===== src/rtl/pathtracer_frame_ctrl.sv =====
// Frame sequencer for the Pathtracer core: streams the config bank into the core,
// then forwards exactly one frame of pixel bytes through a 2-entry output buffer.
module pathtracer_frame_ctrl #(
   parameter int unsigned CFG_WORDS   = 8,
   parameter int unsigned FRAME_BYTES = 3072,
   localparam int unsigned AW = (CFG_WORDS > 1) ? $clog2(CFG_WORDS) : 1,
   localparam int unsigned CW = $clog2(FRAME_BYTES + 1)
) (
   input  logic          clk,
   input  logic          arst_n,
   input  logic          cfg_wr_en,
   input  logic [AW-1:0] cfg_wr_addr,
   input  logic [11:0]   cfg_wr_data,
   input  logic          start,
   input  logic          abort,
   output logic [11:0]   pt_in_dat,
   output logic          pt_in_vld,
   input  logic          pt_in_rdy,
   input  logic [7:0]    pt_pxl_dat,
   input  logic          pt_pxl_vld,
   output logic          pt_pxl_rdy,
   output logic [7:0]    pxl_out_dat,
   output logic          pxl_out_vld,
   output logic          pxl_out_last,
   input  logic          pxl_out_rdy,
   output logic          busy,
   output logic          done,
   output logic [CW-1:0] byte_count
);

   localparam logic [2:0] StIdle   = 3'd0;
   localparam logic [2:0] StLoad   = 3'd1;
   localparam logic [2:0] StRender = 3'd2;
   localparam logic [2:0] StFlush  = 3'd3;
   localparam logic [2:0] StDone   = 3'd4;

   logic [2:0]    state_q, state_d;
   logic [AW-1:0] idx_q, idx_d;
   logic [CW-1:0] cnt_q, cnt_d;
   logic [11:0]   cfg_q [CFG_WORDS];
   logic [7:0]    fifo_dat_q [2];
   logic [1:0]    fifo_last_q;
   logic          wr_ptr_q, rd_ptr_q;
   logic [1:0]    fifo_cnt_q, fifo_cnt_d;
   logic          buf_full, in_hs, pxl_push, pxl_pop, fifo_clr, frame_end, cfg_we;

   assign buf_full     = (fifo_cnt_q == 2'd2);
   assign pt_in_vld    = (state_q == StLoad);
   assign pt_in_dat    = pt_in_vld ? cfg_q[idx_q] : 12'h000;
   // Decoded from registered state only; no path from pxl_out_rdy.
   assign pt_pxl_rdy   = (state_q == StRender) & ~buf_full & (cnt_q < CW'(FRAME_BYTES));
   assign pxl_out_vld  = (fifo_cnt_q != 2'd0);
   assign pxl_out_dat  = pxl_out_vld ? fifo_dat_q[rd_ptr_q] : 8'h00;
   assign pxl_out_last = pxl_out_vld & fifo_last_q[rd_ptr_q];
   assign busy         = (state_q != StIdle);
   assign done         = (state_q == StDone);
   assign byte_count   = cnt_q;

   // Abort outranks every handshake in the same cycle.
   assign in_hs     = pt_in_vld & pt_in_rdy & ~abort;
   assign pxl_push  = pt_pxl_vld & pt_pxl_rdy & ~abort;
   assign pxl_pop   = pxl_out_vld & pxl_out_rdy & ~abort;
   assign fifo_clr  = (abort & busy) | ((state_q == StIdle) & start);
   assign frame_end = (cnt_q == CW'(FRAME_BYTES - 1));
   assign cfg_we    = (state_q == StIdle) & cfg_wr_en & (32'(cfg_wr_addr) < CFG_WORDS);

   always_comb begin
      fifo_cnt_d = fifo_cnt_q;
      if (fifo_clr) begin
         fifo_cnt_d = 2'd0;
      end else if (pxl_push & ~pxl_pop) begin
         fifo_cnt_d = fifo_cnt_q + 2'd1;
      end else if (pxl_pop & ~pxl_push) begin
         fifo_cnt_d = fifo_cnt_q - 2'd1;
      end
   end

   always_comb begin
      state_d = state_q;
      idx_d   = idx_q;
      cnt_d   = cnt_q;
      case (state_q)
         StIdle: begin
            if (start) begin
               state_d = StLoad;
               idx_d   = '0;
               cnt_d   = '0;
            end
         end
         StLoad: begin
            if (in_hs) begin
               if (idx_q == AW'(CFG_WORDS - 1)) state_d = StRender;
               else                             idx_d   = idx_q + AW'(1);
            end
         end
         StRender: begin
            if (pxl_push) begin
               cnt_d = cnt_q + CW'(1);
               if (frame_end) state_d = StFlush;
            end
         end
         // Leave as the last byte pops so done lands in the following cycle.
         StFlush: if (fifo_cnt_d == 2'd0) state_d = StDone;
         StDone:  state_d = StIdle;
         default: state_d = StIdle;
      endcase
      if (abort && state_q != StIdle) state_d = StIdle;
   end

   always_ff @(posedge clk or negedge arst_n) begin
      if (!arst_n) begin
         state_q     <= StIdle;
         idx_q       <= '0;
         cnt_q       <= '0;
         cfg_q       <= '{default: 12'h000};
         fifo_dat_q  <= '{default: 8'h00};
         fifo_last_q <= 2'b00;
         wr_ptr_q    <= 1'b0;
         rd_ptr_q    <= 1'b0;
         fifo_cnt_q  <= 2'd0;
      end else begin
         state_q    <= state_d;
         idx_q      <= idx_d;
         cnt_q      <= cnt_d;
         fifo_cnt_q <= fifo_cnt_d;
         if (cfg_we) cfg_q[cfg_wr_addr] <= cfg_wr_data;
         if (fifo_clr) begin
            wr_ptr_q <= 1'b0;
            rd_ptr_q <= 1'b0;
         end else begin
            if (pxl_push) begin
               fifo_dat_q[wr_ptr_q]  <= pt_pxl_dat;
               fifo_last_q[wr_ptr_q] <= frame_end;
               wr_ptr_q              <= ~wr_ptr_q;
            end
            if (pxl_pop) rd_ptr_q <= ~rd_ptr_q;
         end
      end
   end

endmodule


===== config.mk =====
export PLATFORM = sky130hd
export DESIGN_NAME = pathtracer_frame_ctrl
export DESIGN_NICKNAME = d
export VERILOG_FILES = /design/src/rtl/pathtracer_frame_ctrl.sv
export SDC_FILE = /design/constraint.sdc
export NUM_CORES = 1
export LEC_CHECK = 0
export CORE_UTILIZATION = 40
export CTS_CLUSTER_DIAMETER = 30
export DETAILED_ROUTE_END_ITERATION = 10
export GPL_TIMING_DRIVEN = 0
export PLACE_DENSITY_LB_ADDON = 0.2
export SYNTH_ARGS = -nofsm -noshare
export SYNTH_HDL_FRONTEND = slang
export SYNTH_SLANG_ARGS = --single-unit

===== constraint.sdc =====
create_clock -name clk -period 2.27 [get_ports clk]
set_input_delay 0.681 -clock clk [delete_from_list [all_inputs] [get_ports clk]]
set_output_delay 0.681 -clock clk [all_outputs]
set_load 0.05 [all_outputs]

Word level (Yosys, flattened, before mapping)
Index checks and enable logic that the tools add are counted.
- flip-flop bits (word level): 136
- bits in latches: 0
- memory bits (writable): 0
- memory bits (read-only): 0
- input port bits: 31
- memories: 0
- $add $sub $neg: 4
- $mul: 0
- div/mod/pow operators: 0
- $lt $le $gt $ge: 10
- equal/unequal tests: 17
- shifts and indexed selects: 0
- muxes and demuxes: 41
- bitwise gates (word level): 26
- reductions and logical operators: 16
- operators with widths (cell ; count):
    $bwmux 96 ; 1
    $mux 12 ; 6
    $mux 8 ; 5
    $bmux 12 s3 ; 1
    $demux 12 s3 ; 1
    $mux 3 ; 10
    $pmux 12 s2 ; 1
    $bwmux 16 ; 1
    $and 1x1->1 ; 14
    $add 12x1->12 const B ; 1
    $eq 12x12->1 const B ; 1
    $lt 12x12->1 const B ; 1
    $pmux 3 s4 ; 1
    $reduce_bool 2->1 ; 5
    $ne 3x2->1 const B ; 3
    $demux 8 s1 ; 1
    $ge 4x4->1 const B ; 2
    $not 3->4 ; 2
    $mux 1 ; 7
    $not 1->1 ; 7
    $eq 3x2->1 const B ; 2
    $eq 3x3->1 const B ; 2
    $mux 2 ; 3
    $ne 2x2->1 const B ; 3
    other kinds (26) ; 33

Logic depth before layout (Yosys ltp)
Gate-level depths: netlist (run 1).
- depth in word-level cells: 15
- depth in mapped cells: 8

Worst setup path after synthesis (run 1)
No wires, ideal clock.
- kind: reg2out
- from: register idx_q[1]
- to: output pt_in_dat[10]
- data arrival time: 1.896 ns
- required time: 1.589 ns
- setup slack: -0.307 ns
- stages on the path, launching flop included: 6
- buffers on the path: 2
- cell sequence: dfrtp_1 -> clkbuf_1 -> clkbuf_1 -> mux4_2 -> mux2i_1 -> nor2_1
- word-level cells in the longest chain between the ends: 5
- ends and longest elaborated chain (what ; line ; source):
    from (decl) ; 38 ; logic [AW-1:0] idx_q, idx_d;
    from (signal assigned) ; 123 ; idx_q <= idx_d;
    $not 3->4 (implied by the code) ; 49 ; assign pt_in_dat = pt_in_vld ? cfg_q[idx_q] : 12'h000;
    $bmux 12 s3 ; 49 ;
    $mux 12 (implied by the code) (2 in series) ; 49 ;
    $mux 12 ; 49 ;
    to (decl) ; 16 ; output logic [11:0] pt_in_dat,
Every way passes these cells. The select of a mux whose other input is x is not followed.

Worst setup path after layout (run 1)
- from: register idx_q[0]
- to: output pt_in_dat[9]
Same word-level chain as after synthesis.

==> results of run 1 <==
## metal layers
layer | share of wire | routed length [um] | global-route usage
met2 | 0.50 | 7187 | 0.3077
met3 | 0.036 | 516 | 0.04253
met4 | 0.014 | 206 | 0.06977
met5 | 0 | 0 | 0
met1 | 0.45 | 6602 | 0.2485
## path summary, 6_finish.rpt
path | start | end | slack, ps | cells after the start
max | idx_q[0] | pt_in_dat[9] | -440 | 6
min | arst_n | fifo_dat_q[14] | 190 | 1
max reg2reg | state_q[2] | cfg_q[66] | 150 | 6
min reg2reg | cfg_q[58] | cfg_q[58] | 490 | 1
max in group asynchronous | arst_n | state_q[0] | 1230 | 2
min in group clk | cfg_q[58] | cfg_q[58] | 490 | 1
## sequential cells by signal (all words and copies together) (netlist names)
name         flops
cfg_q           96
fifo_last_q      2
rd_ptr_q         1
wr_ptr_q         1
byte_count      12
fifo_dat_q      16
state_q          3
fifo_cnt_q       2
idx_q            3
## cell type report
class	instances	area, sq um
repair buffers	85	883.3
well taps	216	270.3
clock inverters	5	50.05
flip-flops and latches	136	3408
multi-input cells	293	3128
plain buffers	21	206.4
inverters	7	28.78
fillers	1367	7442
clock buffers	23	467.9
## per-stage QoR
step	hold WS [ps]	power, mW	std cells
2_1_floorplan	385.4	4.854	459
3_3_place_gp	468.1	5.424	743
3_5_place_dp	478.7	5.527	744
4_1_cts	202.9	8.351	783
5_1_grt	214.1	8.735	786
6_report	193.4	8.319	786
## critical path, stage by stage (launching register included)
cell	delay [ps]
dfrtp_1	380
buf_8	170
buf_12	140
mux4_2	530
mux2i_4	180
nor2_2	50
buf_6	150
## logic make-up (layout without fill, tap and decap cells)
logic type               after synthesis  in the layout
flip-flops                           136            136
buffers and inverters                 30            141
multiplexers                         161            161
XOR/XNOR                              10             10
AND/OR/NAND/NOR                       95             95
AO/OA/AOI/OAI                         22             22
adder cells (fa/ha/maj)                5              5
## repair_timing
item | in CTS | in global routing
buffers inserted | 11 | 3
gates resized for setup | 228 | 28
pin swaps | 1 | 1
endpoints found under the setup margin | 38 | 49
cloned | 2 | 0
hold endpoints to repair | 0 | 0
## cells in the final DEF (no fill, tap or decap), drive strengths merged, types with 2 or more instances in the layout
cell type,synthesis,final
mux2i,21,21
a22o,3,3
ha,5,5
nand3b,4,4
clkbuf,9,29
nor3b,4,4
nor2,40,40
and4,3,3
a21oi,2,2
nor2b,4,4
mux4,24,24
xor2,5,5
nor3,7,7
o21ai,6,6
dfrtp,136,136
clkinv,0,4
dlygate4sd2,0,12
nor4b,2,2
mux2,116,116
nand2,20,20
inv,7,7
xnor2,5,5
and3,4,4
a21o,3,3
clkdlybuf4s50,0,28
nand3,3,3
buf,14,59
a31oi,4,4
## power groups by stage
stage	Combinational, mW	Clock (mW)	Sequential (mW)
6_report	2.58	2.49	3.25
5_1_grt	2.75	2.66	3.32
4_1_cts	2.56	2.55	3.25
3_5_place_dp	2.27	0	3.26
3_3_place_gp	2.21	0	3.21
2_1_floorplan	1.69	0	3.16
==> run metrics, run 1 <==
CTS tree=done; Hold Vio Cnt, Final=0; drt via density=5.204; Hold Crit Class=in2async; pin count of the biggest net entering global routing=91; status=finished, violations left; Core Util, Final=0.5315; DP Wirelength=9286 um; vias in the first global route=4,386; Core Footprint=15,890 sq um; Post-Synth XOR/XNOR Area=0.01346; Min Clock Period, post-route=2715 ps; number of flops mapped to enable cells by yosys=0; top-count cell post-synth=dfrtp_1; # IOs=69; DRT iter0 DRCs=168; hold bufs inserted after CTS=0; post-synthesis adder-cell area fraction=0.009614; port bufs=68; Starting Density=0.4097; crit path DAT=2030 ps; mux share of post-synthesis cell area=0.3219; P_leak=3.710 nW; First-pass DRT Iterations=4; crit-path max FO=7; Net Sw Power=2.428 mW; WL/cell=18.46 um; TNS Setup=-5064 ps; CTS Buf Count=17; CP endpoint kind=output port; Synth top area share=0.5230; # DRC=0; placed cell areas=7551 sq um; routability cong.=0.7704; Pwr Density=985.3 nW/um^2; unrepaired setup endpoints after global routing=true; Slew headroom=0.5865; share of async-settable or async-resettable flops after synthesis=1.000; largest family of logic cells by synthesized area=multiplexers; initial antenna violation count=0; FP Rows=46; cell count after synthesis=459; insertion delay to the later sink of the worst-skew pair=410 ps; area leader, netlist=dfrtp_1; Setup Skew=7.169 ps; Yosys reg bits=136; Yosys Warn Count=0; global-route wire length before repair=23,380 um; Clk pwr share=0.299; post-route cell area=8443 sq um; sw frac=0.2918; Fmax=0.3683 GHz; grt total ovfl=0; # setup viols final=12; sequential-to-total area share from yosys stat=0.5230; combinational share of power=0.310; Slew @ Worst Pin=611.6 ps; Synth Cell Area=6507 sq um; Setup crit start kind=flop; ANT cells=0; Area contributors post-synth=dfrtp_1, mux2_2, mux4_2; Pint=5.891 mW; Syn-to-layout area delta=29.74%; distinct cell type count after synthesis=49; Clock Pin Slew Worst Setup and Hold Paths=50 ps; simple-gate portion of the synthesized area=0.08248; Root Buffer=clkbuf_16; Via Count=4,090; die area=16,780 sq um; commonest cells in the netlist=dfrtp_1, mux2_2, nor2_1, mux4_2, mux2_1; share of layout cells above drive strength 1=0.4561; failing checks=setup timing; final wirelength=14,510 um; Max IR drop VDD=0.6535 mV; Nets=597; Final Worst Setup Slack=-444.9 ps; syn_area_per_cell=14.18 sq um; Chip Width=129.6 um; Synth Flop Type=dfrtp_1; clock sink count=136; Compound-Gate Fraction of Synth Area=0.02596; syn_nets=495; DP Worst Slack=-976.3 ps; antenna-violating nets left=0; Die Ht=129.6 um; kind of critical path=reg2out; sequential cell fraction of total power=0.391; worst endpoint required time=1590 ps; post-route clock period utilization=1.196; All-Layer GR Usage=0.1893; clk buf depth=2; Pins Over Slew Limit=0; maxcap violations=0; H-tree depth=4
Power figures use the tool's default switching activity.
==> run 2, diff against run 1 <==
ABC_AREA = 1   (was default)
CTS_BUF_LIST = sky130_fd_sc_hd__clkbuf_4 sky130_fd_sc_hd__clkbuf_8   (was default)
HOLD_SLACK_MARGIN = 0.02   (was default)
==> run metrics, run 2 <==
Clock Pin Slew Worst Setup and Hold Paths=80 ps (+30 ps); cell count after synthesis=817 (+78%); First-pass DRT Iterations=5 (+1); most frequent cells in the layout=dfrtp_1, nand2_1, o21ai_0; ANT cells=0 (unchanged); syn_area_per_cell=8.115 sq um (-43%); # DRC=0 (unchanged); worst path bufs/invs=3 (unchanged); DP Wirelength=12,570 um (+35%); kind of critical path=reg2out; commonest non-fill, non-tap cell in the layout=dfrtp_1; slowest CP cell=dfrtp_2; Area contributors post-synth=dfrtp_1, o21ai_0, nand2_1; status=finished, violations left; Pwr Density=1288 nW/um^2 (+31%); insertion delay to the later sink of the worst-skew pair=450 ps (+40 ps); CP endpoint kind=output port; sequential-to-total area share from yosys stat=0.5133 (-0.009672); die area=17,090 sq um (+1.9%); Min Clock Period, post-route=2607 ps (-107.9 ps); largest family of logic cells by synthesized area=simple AND/OR/NAND/NOR gates; Fmax=0.3836 GHz (+4.1%); Via Count=5,822 (+42%); Slew headroom=0.4950 (-0.09153); max FFs per register=96 (unchanged); number of flops mapped to enable cells by yosys=0 (unchanged); Yosys Warn Count=0 (unchanged); mux share of post-synthesis cell area=0 (-0.3219); distinct cell type count after synthesis=34 (-31%); share of async-settable or async-resettable flops after synthesis=1.000 (unchanged); All-Layer GR Usage=0.2263 (+0.03707); WL/cell=15.65 um (-15%); CP max stage delay=470 ps (-60 ps); Nets=956 (+60%); grt total ovfl=0 (unchanged); vias in the first global route=5,617 (+28%); Final Worst Setup Slack=-337.0 ps (+107.9 ps); Root Buffer=clkbuf_8; Pins Over Slew Limit=0 (unchanged); CP top delay family=flip-flops; post-synthesis adder-cell area fraction=0.009436 (-0.0001778); pin count of the biggest net entering global routing=82 (-9.9%); Die Ht=130.7 um (+0.92%); Slew @ Worst Pin=757.5 ps (+145.9 ps); Core Footprint=16,060 sq um (+1.1%); Yosys reg bits=136 (unchanged); worst endpoint required time=1590 ps (about the same); Cell Chain, Critical Path=inv_4, clkbuf_8, a21oi_2, o21ai_1, nand3_1, nand2_2, a31oi_4, buf_6; P_leak=3.916 nW (+5.6%); area leader, netlist=dfrtp_1; initial antenna violation count=0 (unchanged); Syn-to-layout area delta=32.29%; port bufs=67 (-1.5%); unrepaired setup endpoints after global routing=true; # setup viols final=15 (+3); final wirelength=17,980 um (+24%); CTS Buf Count=17 (unchanged); failing checks=setup timing; global-route wire length before repair=29,090 um (+24%); syn_nets=853 (+72%); Synth Flop Type=dfrtp_1; post-route clock period utilization=1.148 (-0.04753); top-count cell post-synth=dfrtp_1; Starting Density=0.4129 (+0.003231); drt via density=5.067 (-2.6%); Synth top area share=0.5133 (-0.009672); routability cong.=0.8260 (+7.2%); crit path DAT=1930 ps (-100 ps); crit-path max FO=10 (+3); Setup Skew=6.764 ps (-0.4043 ps); antenna-violating nets left=0 (unchanged); # IOs=69 (unchanged); Core Util, Final=0.5462 (+0.01470); Hold Crit Class=in2async; H-tree depth=4 (unchanged); clk buf depth=2 (unchanged); hold bufs inserted after CTS=0 (unchanged); Largest Register=cfg_q; FP Rows=46 (unchanged); simple-gate portion of the synthesized area=0.1931 (+0.1106); commonest cells in the netlist=dfrtp_1, o21ai_0, nand2_1, inv_1, a21oi_1; CTS tree=done; share of layout cells above drive strength 1=0.2390 (-0.2171); Synth Cell Area=6630 sq um (+1.9%); Design Power=11.30 mW (+36%); Post-Synth XOR/XNOR Area=0.002642 (-0.01082); Setup crit start kind=flop; Compound-Gate Fraction of Synth Area=0.1925 (+0.1665); DRT iter0 DRCs=453 (+170%); maxcap violations=0 (unchanged); clock sink count=136 (unchanged); Max IR drop VDD=1.104 mV (+69%); Chip Width=130.7 um (+0.92%); Hold Vio Cnt, Final=0 (unchanged)
run 2: cell families after synthesis:
kind of cell               Yosys count
AOI/OAI and AO/OA                  251
buffers and inverters              148
DFF                                136
adders and majority gates            5
and+or+nand+nor                    275
xor gates and xnor gates             2
run 2: cell type report:
class,count,area [sq um]
buffer,39,336.6
clock buffer,21,282.8
clock inverter,11,121.4
fill,1499,7287
inverter,108,426.7
multi-input combinational,533,3072
sequential,136,3408
tap,216,270.3
timing repair buffer,85,853.3
run 2: repair_timing:
action,4_1_cts,5_1_grt
endpoints found under the hold margin,0,0
pin swaps,31,17
buffers inserted,6,7
setup endpoints to repair,38,38
cloned,3,1
gates resized for setup,313,44
run 2: layer usage:
layer / routed length [um] / global-route usage / up-vias
met3: 753 / 0.05008 / 29
met4: 301 / 0.07099 / 0
met1: 8395 / 0.3062 / 2765
met5: 0 / 0 / -
li1: - / - / 2885
met2: 8528 / 0.3623 / 143
run 2: worst reg2reg max path, cell delays in order, from the launching register on:
cell     delay [ps]
dfrtp_2         440
buf_4           170
inv_1           110
nand3_4         120
inv_4           120
nand2_8          90
nor4_4          400
buf_2           350
nor2_1           70
a21oi_1         130
run 2: stage by stage:
stage          hold WS [ps]  setup WS, ps  std cells  setup TNS (ps)  cell area (sq um)
2_1_floorplan         385.4        -8.289        817          -9.611               6848
3_3_place_gp          460.3         -5107       1100         -727550               7789
3_5_place_dp          468.7         -1072       1101          -35740               7818
4_1_cts               289.4        -342.6       1141           -4273               8623
5_1_grt               319.2        -441.2       1149           -5579               8771
6_report              267.6        -337.0       1149           -3931               8771
run 2: path summary, 6_finish.rpt:
| path | from | endpoint | slack, ps | depth (start not counted) |
|---|---|---|---|---|
| worst max-delay path | idx_q[1] | pt_in_dat[5] | -340 | 8 |
| worst min-delay path | arst_n | byte_count[4] | 270 | 1 |
| worst max register to register | state_q[1] | cfg_q[87] | 210 | 9 |
| worst min register to register | fifo_dat_q[7] | fifo_dat_q[7] | 490 | 2 |
| max in group asynchronous | arst_n | state_q[1] | 1260 | 2 |
| min in group clk | fifo_dat_q[7] | fifo_dat_q[7] | 490 | 2 |
run 2: where the power goes:
group / switching (mW) / internal, mW / leakage, nW
Sequential: 0.488 / 3.43 / 1.67
Combinational: 3.34 / 2.01 / 2.05
Clock: 0.963 / 1.07 / 0.194
==> RTL change 1: new RTL, settings of run 1 <==
Set the parameter `FRAME_BYTES` to 6144 (it was 3072).
--- a/src/rtl/pathtracer_frame_ctrl.sv
+++ b/src/rtl/pathtracer_frame_ctrl.sv
@@ -3,5 +3,5 @@
 module pathtracer_frame_ctrl #(
    parameter int unsigned CFG_WORDS   = 8,
-   parameter int unsigned FRAME_BYTES = 3072,
+   parameter int unsigned FRAME_BYTES = 6144,
    localparam int unsigned AW = (CFG_WORDS > 1) ? $clog2(CFG_WORDS) : 1,
    localparam int unsigned CW = $clog2(FRAME_BYTES + 1)
Interface: changed (resized byte_count); port bits go from 69 to 70. No check against the original RTL was run, so the function may have changed too.
==> RTL change 1 against run 1 <==
- total power grew 36%
- count of clock-buffer cells in the layout grew 2
- cell count grew 1.7%
- design area grew 2.9%
- worst setup slack lost 0.032 ns
- synthesized cell count grew 2.0%
- largest cell class unchanged
- sequential cell count grew 1
- clock power grew 6%
- sequential share of layout area shrank 0.85 points
- via count grew 1.8%
- critical path type unchanged
- critical path depth is the same
- the run still ends with negative setup slack left
- fmax shrank 1.2%
- synthesized area grew 0.31%
- wire length grew 1.5%
==> RTL change 1: results (changes against run 1) <==
stage,metric,value,unit,change
place,dpl ws,-1.09,ns,was -0.976 ns
outcome,failing checks,negative setup slack,,unchanged
layout,multi-input gates,298,,was 293
place,HPWL after DPL,9.30,mm,was 9.29 mm
global_route,first-pass GRT wire length,23.8,mm,was 23.4 mm
synthesis,sequential element share of the synthesized area,0.525,,was 0.523
synthesis,Post-synth top cells,"dfrtp_1, mux2_2, nor2_1",,unchanged
route,met1 WL,6.78,mm,was 6.60 mm
route,drt initial violations,190,,was 168
route,vias per inst,5.21,,was 5.20
setup_path,CP Capture Point,pt_in_dat[2],,was pt_in_dat[9]
power_and_ir_drop,Switch Pwr,3.75,mW,was 2.43 mW
layout,bufs w/o clock,108,,was 106
synthesis,Post-Synth XOR/XNOR Area,0.0148,,was 0.0135
synthesis,Post-Synth Adder-Cell Area,0.00958,,was 0.00961
global_route,largest net degree at the start of global routing,82,,was 91
place,IO Port Bufs,69,,was 68
global_route,vias in the first global route,4462,,was 4386
outcome,outcome,"complete, but fails checks",,unchanged
clock_network,Post-CTS Setup Bufs,10,,was 11
global_route,GRT Total Usage,0.192,,was 0.189
place,placed cell areas,0.00763,mm^2,was 0.00755 mm^2
global_route,met2 global-route usage,0.326,,was 0.308
floorplan,Starting Density,0.411,,was 0.410
clock_network,CTS resizes,237,,was 228
layout,FF/Latch Area,0.00343,mm^2,was 0.00341 mm^2
setup_path,worst-path fanout max,6,,was 7
layout,# fillers,1335,,was 1367
synthesis,mux cell area share after synthesis,0.318,,was 0.322
global_route,GR Util met1,0.246,,was 0.249
timing,Final WS setup,-0.477,ns,was -0.445 ns
setup_path,Worst R2R Path Depth,7,,was 6
synthesis,complex-gate fraction of the synthesized area,0.0199,,was 0.0260
timing,Final setup viols,13,,was 12
power_and_ir_drop,Pint,7.55,mW,was 5.89 mW
power_and_ir_drop,P_leak,3.75,nW,was 3.71 nW
layout,Non-Clock Inverter Count,8,,was 7
setup_path,CP peak stage delay,0.51,ns,was 0.53 ns
route,wire length on met2,7.32,mm,was 7.19 mm
route,metal3 WL,446,um,was 516 um
place,RePlAce Congestion,0.785,,was 0.770
setup_path,r2r endpoint,cfg_q[44],,was cfg_q[66]
power_and_ir_drop,combinational power share,0.419,,was 0.310
layout,NonClk Buf Share,0.135,,was 0.129
setup_path,reg2reg setup slack,0.10,ns,was 0.15 ns
power_and_ir_drop,Clock power frac,0.234,,was 0.299
[RTL change 1: cell types whose count changed in the layout (fill, tap and decap cells not counted), sizes merged, moves of 3 or more]
| cell | delta |
|---|---|
| xor2 | -3 |
| and4 | -3 |
| nand2 | -4 |
| nand3 | +3 |
| clkbuf | +3 |
| nor2 | +5 |
| xnor2 | +4 |
| nor2b | -3 |
[RTL change 1: worst min path at each step]
stage | slack [ns] | end | from | cells past startpoint
floorplan | 0.39 | byte_count[0] | arst_n | 0
global placement | 0.48 | cfg_q[72] | cfg_q[72] | 1
detailed placement | 0.49 | cfg_q[0] | cfg_q[0] | 1
CTS | 0.24 | byte_count[6] | arst_n | 1
global route | 0.27 | byte_count[6] | arst_n | 1
finish | 0.23 | byte_count[8] | arst_n | 1
[RTL change 1: metrics by stage]
stage	cells	util
2_1_floorplan	468	-
3_3_place_gp	753	0.478
3_5_place_dp	754	0.480
4_1_cts	793	0.533
5_1_grt	799	0.547
6_report	799	0.547
==> RTL change 2: new RTL, config.mk and constraints of run 1 <==
Without the edit above. Register the output `byte_count` once more, cleared by the reset; this adds one clock of latency there. The other outputs are not delayed to match.
--- a/src/rtl/pathtracer_frame_ctrl.sv
+++ b/src/rtl/pathtracer_frame_ctrl.sv
@@ -55,5 +55,11 @@
    assign busy         = (state_q != StIdle);
    assign done         = (state_q == StDone);
-   assign byte_count   = cnt_q;
+   always_ff @(posedge clk or negedge arst_n) begin
+      if (!arst_n) begin
+         byte_count <= '0;
+      end else begin
+         byte_count <= cnt_q;
+      end
+   end
 
    // Abort outranks every handshake in the same cycle.
Behaviour: same outputs for any inputs over 4 cycles, from zero or initial values and one cycle with arst_n low; that may be too few to reach the edited logic, so the function may still have changed.
==> RTL change 2 against run 1 <==
- the run still ends with negative setup slack left
- die area up 3.6%
- synthesized cell count up 4.1%
- register-to-register slack worse by 0.33 ns
- sequential cell count up 12
- design area up 11%
- synthesized area up 3.6%
- clock skew down 0.00074 ns
- total power up 13%
- wire length up 7.8%
- worst setup slack worse by 0.11 ns
- sequential power up 6.5%
- critical endpoint is now pt_in_dat[6]
- largest cell class unchanged
==> RTL change 2: results (changes against run 1) <==
stage,metric,value,unit,change
global_route,GRT Total Usage,0.193,,was 0.189
timing,Final WS setup,-0.553,ns,was -0.445 ns
place,RePlAce Congestion,0.737,,was 0.770
place,placed cell areas,0.00785,mm^2,was 0.00755 mm^2
synthesis,Post-synth top cells,"dfrtp_1, mux2_2, nor2_1",,unchanged
clock_network,CTS root buf,clkbuf_16,,unchanged
power_and_ir_drop,Worst VDD drop,0.00104,V,was 0.000653 V
place,HPWL after DPL,9.44,mm,was 9.29 mm
global_route,largest net degree at the start of global routing,79,,was 91
layout,share of cells above drive strength 1,0.510,,was 0.456
setup_path,CP peak stage delay,0.52,ns,
setup_path,crit path DAT,2.14,ns,was 2.03 ns
synthesis,Syn Nets,514,,was 495
route,Top Metal Used,met4,,unchanged
route,wire length per cell,19.0,um,was 18.5 um
global_route,GR peak layer,met2,,unchanged
timing,Final setup viols,38,,was 12
synthesis,Area contributors post-synth,"dfrtp_1, mux2_2, mux4_2, mux2i_1, mux2_1",,"was dfrtp_1, mux2_2, mux4_2, mux2_1, mux2i_1"
global_route,vias in the first global route,4542,,was 4386
timing,Worst Max-Slew Pin Slew,0.732,ns,was 0.612 ns
route,Detailed Routing Iterations Pass 1,4,,unchanged
synthesis,ys async rst share,1.00,,unchanged
global_route,met2 global-route usage,0.314,,was 0.308
timing,clock skew,0.00643,ns,was 0.00717 ns
clock_network,Num CTS Buffers,17,,unchanged
job,MaxCap Viol Count,0,,unchanged
synthesis,"Avg Cell Area, Syn",14.1,um^2,was 14.2 um^2
setup_path,Top delay family on crit path,multiplexers,,unchanged
layout,final cell count without fillers,824,,was 786
power_and_ir_drop,P_leak,3.96,nW,was 3.71 nW
outcome,failing checks,negative setup slack,,unchanged
global_route,GR Util met1,0.258,,was 0.249
outcome,outcome,"complete, but fails checks",,unchanged
layout,NumNets Final,627,,was 597
place,IO Port Bufs,68,,unchanged
clock_network,htree depth,4,,unchanged
route,wire length on met2,7.88,mm,was 7.19 mm
global_route,initial antenna violation count,0,,unchanged
layout,Regs by FF count,"cfg_q (96), fifo_dat_q (16)",,
clock_network,worst-skew pair later-pin latency,0.42,ns,
synthesis,sequential element share of the synthesized area,0.549,,was 0.523
place,placed cell count,767,,was 744
layout,# diodes,0,,unchanged
route,metal3 WL,539,um,was 516 um
synthesis,Post-synth EDFFs,0,,unchanged
synthesis,Yosys cell types,53,,was 49
global_route,M3 GR Usage,0.0392,,was 0.0425
clock_network,Worst-path clk slew,0.06,ns,
clock_network,Longest Clk Path Bufs,2,,unchanged
global_route,first-pass GRT wire length,25.5,mm,was 23.4 mm
synthesis,warnings from Yosys,0,,unchanged
place,dpl ws,-1.04,ns,was -0.976 ns
worst_hold_path,worst hold path class,in2async,,unchanged
setup_path,"Max stage delay cell, worst path",mux4_2,,unchanged
setup_path,worst-path fanout max,5,,was 7
route,vias per inst,5.29,,was 5.20
route,drt initial violations,189,,was 168
route,met1 WL,6.94,mm,was 6.60 mm
timing,setup TNS,-8.44,ns,was -5.06 ns
==> RTL change 2: changes by cell type after synthesis, sizes merged, moves of 3 or more <==
cell | before | now
buf | 14 | 9
or3 | 0 | 3
dfrtp | 136 | 148
clkbuf | 9 | 16
a22o | 3 | 0
nand3 | 3 | 7
nor2 | 40 | 43
nor3 | 7 | 2
a211oi | 0 | 5
==> RTL change 2: kinds of logic (layout without fill, tap and decap cells) <==
kind of cell    after synthesis  after routing  share of synthesized area
buf+inv                      31            156                     0.0195
simple gates                101            102                     0.0801
compound gates               23             23                     0.0258
flops                       148            148                      0.549
fa+ha+maj                     5              5                    0.00928
mux                         160            160                      0.303
xor+xnor                     10             10                     0.0130
==> RTL change 2: worst paths after layout <==
check | start | to | slack [ns] | cells after the start
setup / recovery | idx_q[0] | pt_in_dat[6] | -0.55 | 7
hold / removal | arst_n | fifo_dat_q[8] | 0.26 | 1
setup reg to reg | fifo_cnt_q[0] | state_q[1] | -0.18 | 8
hold reg to reg | cnt_q[7] | byte_count[7] | 0.43 | 0
max in group asynchronous | arst_n | byte_count[8] | 1.19 | 2
min in group clk | cnt_q[7] | byte_count[7] | 0.43 | 0
==> RTL change 2: area by class of cell <==
class                      count  area [um^2]
multi-input combinational    300         3390
sequential                   148         3710
buffer                        21          240
fill                        1343         7180
timing repair buffer          97         1060
clock inverter                 9          150
clock buffer                  23          478
tap                          220          275
inverter                       6         32.5
==> RTL change 2: what timing repair did <==
action / in CTS / in global routing
pin swaps: 14 / 19
buffers inserted: 17 / 9
resized for setup: 273 / 54
setup endpoints to repair: 100 / 114
gates cloned: 4 / 1
==> RTL change 2: power breakdown <==
group	total (mW)	internal (mW)	switching, mW
clock	2.97	1.92	1.05
combinational	2.98	1.62	1.37
sequential	3.46	3.18	0.281
total	9.41	6.72	2.69
